## src/rtl/uart_loader.sv

```systemverilog
// Serial boot monitor: host commands over the UART write and read RAM bytes,
// then launch the CPU and report back when it halts.
module uart_loader #(
    parameter int addr_width = 9
) (
    input  logic                  clk,
    input  logic                  rst,
    input  logic [7:0]            rx_byte,
    input  logic                  received,
    output logic [7:0]            tx_byte,
    output logic                  transmit,
    input  logic                  is_transmitting,
    output logic [addr_width-1:0] raddr,
    output logic [addr_width-1:0] waddr,
    output logic [7:0]            dwrite,
    output logic                  write_en,
    input  logic [7:0]            dread,
    output logic                  loader_active,
    output logic                  cpu_start,
    output logic [addr_width-1:0] startaddr,
    input  logic                  cpu_halted
);

    typedef enum logic [4:0] {
        IDLE, W_AH, W_AL, W_LEN, W_DATA,
        R_AH, R_AL, R_LEN, R_ADDR, R_WAIT, R_CAP,
        G_AH, G_AL, G_START, RUN, TX, TX_GUARD
    } state_t;

    state_t                state, ret_state;
    logic [7:0]            hi, reply;
    logic [addr_width-1:0] addr;
    logic [8:0]            count;

    // Address bits above addr_width are silently dropped; a zero length means 256.
    logic [15:0]           full_addr;
    logic [addr_width-1:0] rx_addr;
    logic [8:0]            rx_len;
    assign full_addr = {hi, rx_byte};
    assign rx_addr   = full_addr[addr_width-1:0];
    assign rx_len    = (rx_byte == 8'd0) ? 9'd256 : {1'b0, rx_byte};

    always_ff @(posedge clk) begin
        if (rst) begin
            state         <= IDLE;
            ret_state     <= IDLE;
            hi            <= '0;
            reply         <= '0;
            addr          <= '0;
            count         <= '0;
            tx_byte       <= '0;
            transmit      <= 1'b0;
            raddr         <= '0;
            waddr         <= '0;
            dwrite        <= '0;
            write_en      <= 1'b0;
            loader_active <= 1'b1;
            cpu_start     <= 1'b0;
            startaddr     <= '0;
        end else begin
            transmit  <= 1'b0;
            write_en  <= 1'b0;
            cpu_start <= 1'b0;
            case (state)
                IDLE: if (received) begin
                    case (rx_byte)
                        8'h57:   state <= W_AH;
                        8'h52:   state <= R_AH;
                        8'h47:   state <= G_AH;
                        default: begin
                            reply     <= 8'h3F;
                            ret_state <= IDLE;
                            state     <= TX;
                        end
                    endcase
                end
                W_AH: if (received) begin hi <= rx_byte; state <= W_AL; end
                W_AL: if (received) begin addr <= rx_addr; state <= W_LEN; end
                W_LEN: if (received) begin count <= rx_len; state <= W_DATA; end
                W_DATA: if (received) begin
                    write_en <= 1'b1;
                    waddr    <= addr;
                    dwrite   <= rx_byte;
                    addr     <= addr + 1'b1;
                    count    <= count - 1'b1;
                    if (count == 9'd1) begin
                        reply     <= 8'h4B;
                        ret_state <= IDLE;
                        state     <= TX;
                    end
                end
                R_AH: if (received) begin hi <= rx_byte; state <= R_AL; end
                R_AL: if (received) begin addr <= rx_addr; state <= R_LEN; end
                R_LEN: if (received) begin count <= rx_len; state <= R_ADDR; end
                R_ADDR: begin raddr <= addr; state <= R_WAIT; end
                // Synchronous RAM: dread is valid two cycles after raddr moves.
                R_WAIT: state <= R_CAP;
                R_CAP: begin
                    reply     <= dread;
                    addr      <= addr + 1'b1;
                    count     <= count - 1'b1;
                    ret_state <= (count == 9'd1) ? IDLE : R_ADDR;
                    state     <= TX;
                end
                G_AH: if (received) begin hi <= rx_byte; state <= G_AL; end
                G_AL: if (received) begin
                    addr          <= rx_addr;
                    startaddr     <= rx_addr;
                    loader_active <= 1'b0;
                    state         <= G_START;
                end
                G_START: begin cpu_start <= 1'b1; state <= RUN; end
                RUN: if (cpu_halted) begin
                    loader_active <= 1'b1;
                    reply         <= 8'h48;
                    ret_state     <= IDLE;
                    state         <= TX;
                end
                TX: if (!is_transmitting) begin
                    tx_byte  <= reply;
                    transmit <= 1'b1;
                    state    <= TX_GUARD;
                end
                // The transmitter may raise busy a cycle late; skip it once.
                TX_GUARD: state <= ret_state;
                default:  state <= IDLE;
            endcase
        end
    end

endmodule

```

## config.mk

```make
export PLATFORM = sky130hd
export DESIGN_NAME = uart_loader
export DESIGN_NICKNAME = d
export VERILOG_FILES = /design/src/rtl/uart_loader.sv
export SDC_FILE = /design/constraint.sdc
export NUM_CORES = 1
export LEC_CHECK = 0
export BUFFER_PORTS_ARGS = -buffer_cell sky130_fd_sc_hd__buf_2
export CORE_ASPECT_RATIO = 0.6
export CORE_MARGIN = 2
export CORE_UTILIZATION = 45
export DETAILED_ROUTE_END_ITERATION = 8
export GPL_ROUTABILITY_DRIVEN = 0
export PLACE_DENSITY = 0.66
export SYNTH_ARGS = -nofsm -noshare
export SYNTH_HDL_FRONTEND = slang
export SYNTH_SLANG_ARGS = --single-unit
```

## constraint.sdc

```tcl
create_clock -name clk -period 2 [get_ports clk]
set_input_delay 0.4 -clock clk [delete_from_list [all_inputs] [get_ports clk]]
set_output_delay 0.4 -clock clk [all_outputs]
set_load 0.01 [all_outputs]
```

==> flow_summary_export.csv <==
group,metric,value,unit
status,outcome,"finished, final reports clean",
die,io_pins,68,
detailed_routing,vias,3777,
setup_path,cp_data_arrival_time,2.15,ns
clock_network,cts_made_buffers,9,
global_route,busiest_layer,"met1",
die,start_util,46.2,%
clock_network,clk_latency,0.34,ns
setup_path,reg2reg_from,"state[3]$_SDFFE_PP0P_",
clock_network,cts-hold-fix-buffers,0,
logic_synthesis,synth_edf_count,0,
power,comb_power_share,40.8,%
logic_synthesis,synth_flop_cell,"dfxtp_1",
sta,rsz0062_at_grt,"yes",
global_route,grt_use_met2,30.1,%
job,drv_cap,0,
setup_path,cp_max_fo,11,
logic_synthesis,syn_nets,496,
detailed_routing,viasPerCell,5.59,
sta,final-setup-viol-count,0,
logic_synthesis,syn_avg_cell_area,8.28,µm²
setup_path,endpoint_kind,"register",
layout,mostFrequentLayoutCell,"dfxtp_1",
placement,dp_hpwl,7910,µm
global_route,grt_use_met3,7.02,%
setup_path,cp-start-kind,"register",
detailed_routing,wl,10700,µm
sta,hold_viol_final,0,
setup_path,r2r_setup_slack,0.09,ns
power,p_per_area,1300,nW/µm²
logic_synthesis,ys_async_sr_fraction,0,%
die,fp.dieH,76.2,µm
power,peakVddDrop,0.764,mV
global_route,grt_max_degree,37,
power,p_int,0.00396,W
die,core,8460,µm²
global_route,grt_pass1_vias,3362,
setup_path,reg2reg_depth,6,
layout,multiInputGateArea,2100,µm²
power,pwr-share-clk,26.4,%
global_route,grt_antenna_before_repair,0,
clock_network,cts_sinks,80,
global_route,grt_pass1_wl,17300,µm
worst_hold_path,hold_path_end,"state[4]$_SDFFE_PP0P_",
logic_synthesis,ys_types,62,
sta,slew_viol_final,0,
power,leakage,2.07,nW
layout,drive_gt1_share,26.2,%
detailed_routing,wl_per_cell,15.9,µm
layout,antenna_cells,0,
global_route,globalRouteMet1Util,35.0,%
clock_network,cts_buffer_depth,2,
worst_hold_path,hold_path_depth,2,
logic_synthesis,synth_area,3910,µm²
layout,utilization,57.8,%
logic_synthesis,syn-instance-count,472,
setup_path,critical_path_class,"reg2reg",
power,power.switching,0.00238,W
layout,fillers,756,
clock_network,clk_pin_slew,0.06,ns
global_route,track_usage,22.7,%
global_route,gr-total-overflow,0,
power,seq_power_share,32.8,%
layout,area_delta_synth_final,25.1,%
layout,fin_nets,583,
worst_hold_path,holdCritPathClass,"in2reg",
logic_synthesis,yosysSeqAreaShare,41.0,%
placement,portBuffers,67,
setup_path,r2r-end,"reply[1]$_SDFFE_PP0P_",
setup_path,worstPathRequired,2.23,ns
sta,post-route-period-util,95.7,%
clock_network,root_buffer,"clkbuf_16",
sta,relSlewSlack,62.4,%
die,die_width,124,µm
layout,final_cell_count_no_fill,676,
detailed_routing,drt-initial-drc-count,328,
worst_hold_path,hp-start,"is_transmitting",
detailed_routing,drtAntennaViolNets,0,
layout,register_area,1610,µm²
logic_synthesis,ys_warn_count,0,
sta,period_needed,1.91,ns
detailed_routing,firstDrtPassIters,4,
power,sw_frac_of_total,37.6,%
die,die_area,9470,µm²
sta,clock_skew,0.00589,ns
placement,place_inst,659,
clock_network,cts_tree,"done",
layout,final_cell_mix,"77 x dfxtp_1, 67 x buf_2, 61 x nor2_1",
die,std_cell_rows,26,
sta,worst_slew_pin_slew,0.560,ns
clock_network,cts_htree_levels,3,
logic_synthesis,synth-seq-cells,80,
detailed_routing,drc_errors,0,
sta,fmaxAchievable,522,MHz
[state kept, by name, indices dropped and copies added (netlist names)]
register / count
loader_active: 1
raddr: 9
dwrite: 8
addr: 9
cpu_start: 1
transmit: 1
waddr: 9
ret_state: 1
reply: 8
startaddr: 9
hi: 1
state: 5
count: 9
tx_byte: 8
write_en: 1
[worst max path at each step]
stage / slack (ns) / end / startpoint
2_1_floorplan: 0.16 / reply[6]$_SDFFE_PP0P_ / count[0]$_SDFFE_PP0P_
3_3_place_gp: 0.04 / reply[0]$_SDFFE_PP0P_ / state[3]$_SDFFE_PP0P_
3_5_place_dp: 0.03 / addr[4]$_SDFFE_PP0P_ / state[1]$_SDFFE_PP0P_
4_1_cts: 0.03 / reply[6]$_SDFFE_PP0P_ / count[1]$_SDFFE_PP0P_
5_1_grt: -0.02 / reply[0]$_SDFFE_PP0P_ / state[3]$_SDFFE_PP0P_
6_report: 0.09 / reply[1]$_SDFFE_PP0P_ / state[3]$_SDFFE_PP0P_
[kinds of logic after synthesis]
family,synth area share [%]
flip-flops,41.0
multiplexers,7.68
XOR/XNOR,0.448
adder cells (fa/ha/maj),0.961
AO/OA/AOI/OAI,18.7
AND/OR/NAND/NOR,24.8
buffers and inverters,6.47
[critical path, stage by stage (launching register included)]
cell and delay (ns):
dfxtp_1 0.40, buf_4 0.22, a2111oi_2 0.40, o2111ai_2 0.27
o2111ai_2 0.22, mux2i_1 0.24, nor2_1 0.06
[Yosys cell counts (2+ instances only)]
cell       number  area share [%]
a211oi_1       10             1.9
a21oi_1        46             5.9
a22oi_1         2            0.38
a311oi_1        3            0.67
a31oi_1         3            0.48
and2_1          7             1.1
and2_2          2            0.38
and3b_1         2            0.45
buf_2           8             1.0
buf_4           2            0.38
buf_6           3            0.86
clkbuf_1       14             1.3
clkbuf_8        4             1.4
dfxtp_1        80              41
ha_1            3            0.96
inv_1          15             1.4
mux2i_1        30             7.7
nand2_1        58             5.6
nand2b_1        3            0.48
nand3_1        14             1.8
nand4_1         2            0.32
nor2_1         61             5.9
nor2b_1         2            0.32
nor3_1         16             2.0
nor3_4          2            0.83
nor3b_1         4            0.77
nor4_1          3            0.48
o2111ai_1       2            0.45
o21a_1          5            0.96
o21ai_0        26             3.3
o21ai_1         2            0.26
o22ai_1         2            0.32
o31ai_1         2            0.38
or2_1           3            0.48
or3_1           3            0.48
xnor2_1         2            0.45
[power groups by stage]
stage	combinational [W]	sequential, W	clock, W
5_1_grt	0.00284	0.00212	0.00177
3_3_place_gp	0.00241	0.00209	0
4_1_cts	0.00246	0.00206	0.00169
3_5_place_dp	0.00244	0.00210	0
6_report	0.00259	0.00208	0.00167
2_1_floorplan	0.00184	0.00202	0
[metrics by stage]
step                      instance area (µm²)  hold slack (ns)  power (W)  setup slack, ns  setup TNS (ns)
final                                    4890            0.294    0.00634           0.0852               0
after global routing                     4890            0.306    0.00672          -0.0227         -0.0375
after CTS                                4840            0.287    0.00622           0.0255               0
after detailed placement                 4530            0.445    0.00454           0.0338               0
after global placement                   4530            0.427    0.00450           0.0352               0
after floorplan                          3910            0.431    0.00386            0.159               0
[cell type report]
cell class	instances	share of cell area, %
inverter	15	1.15
sequential	80	32.8
clock buffer	10	4.89
multi-input combinational	347	43.0
tap	112	2.87
timing repair buffer	106	13.9
clock inverter	6	1.38
[routing by layer]
metal  up-vias  part of all wire (%)  routed length (µm)
li1       1839                     -                   -
met1      1790                    52                5550
met2       139                    39                4220
met3         9                   8.2                 877
met4         0                  0.85                  91
met5         -                     0                   0
[timing repair]
action,CTS,global route
pin swaps,1,3
setup endpoints to repair,1,45
resized for setup,1,11
cloned,0,1
buffers inserted,0,1
Note: power is estimated with default switching activity, not from simulation.
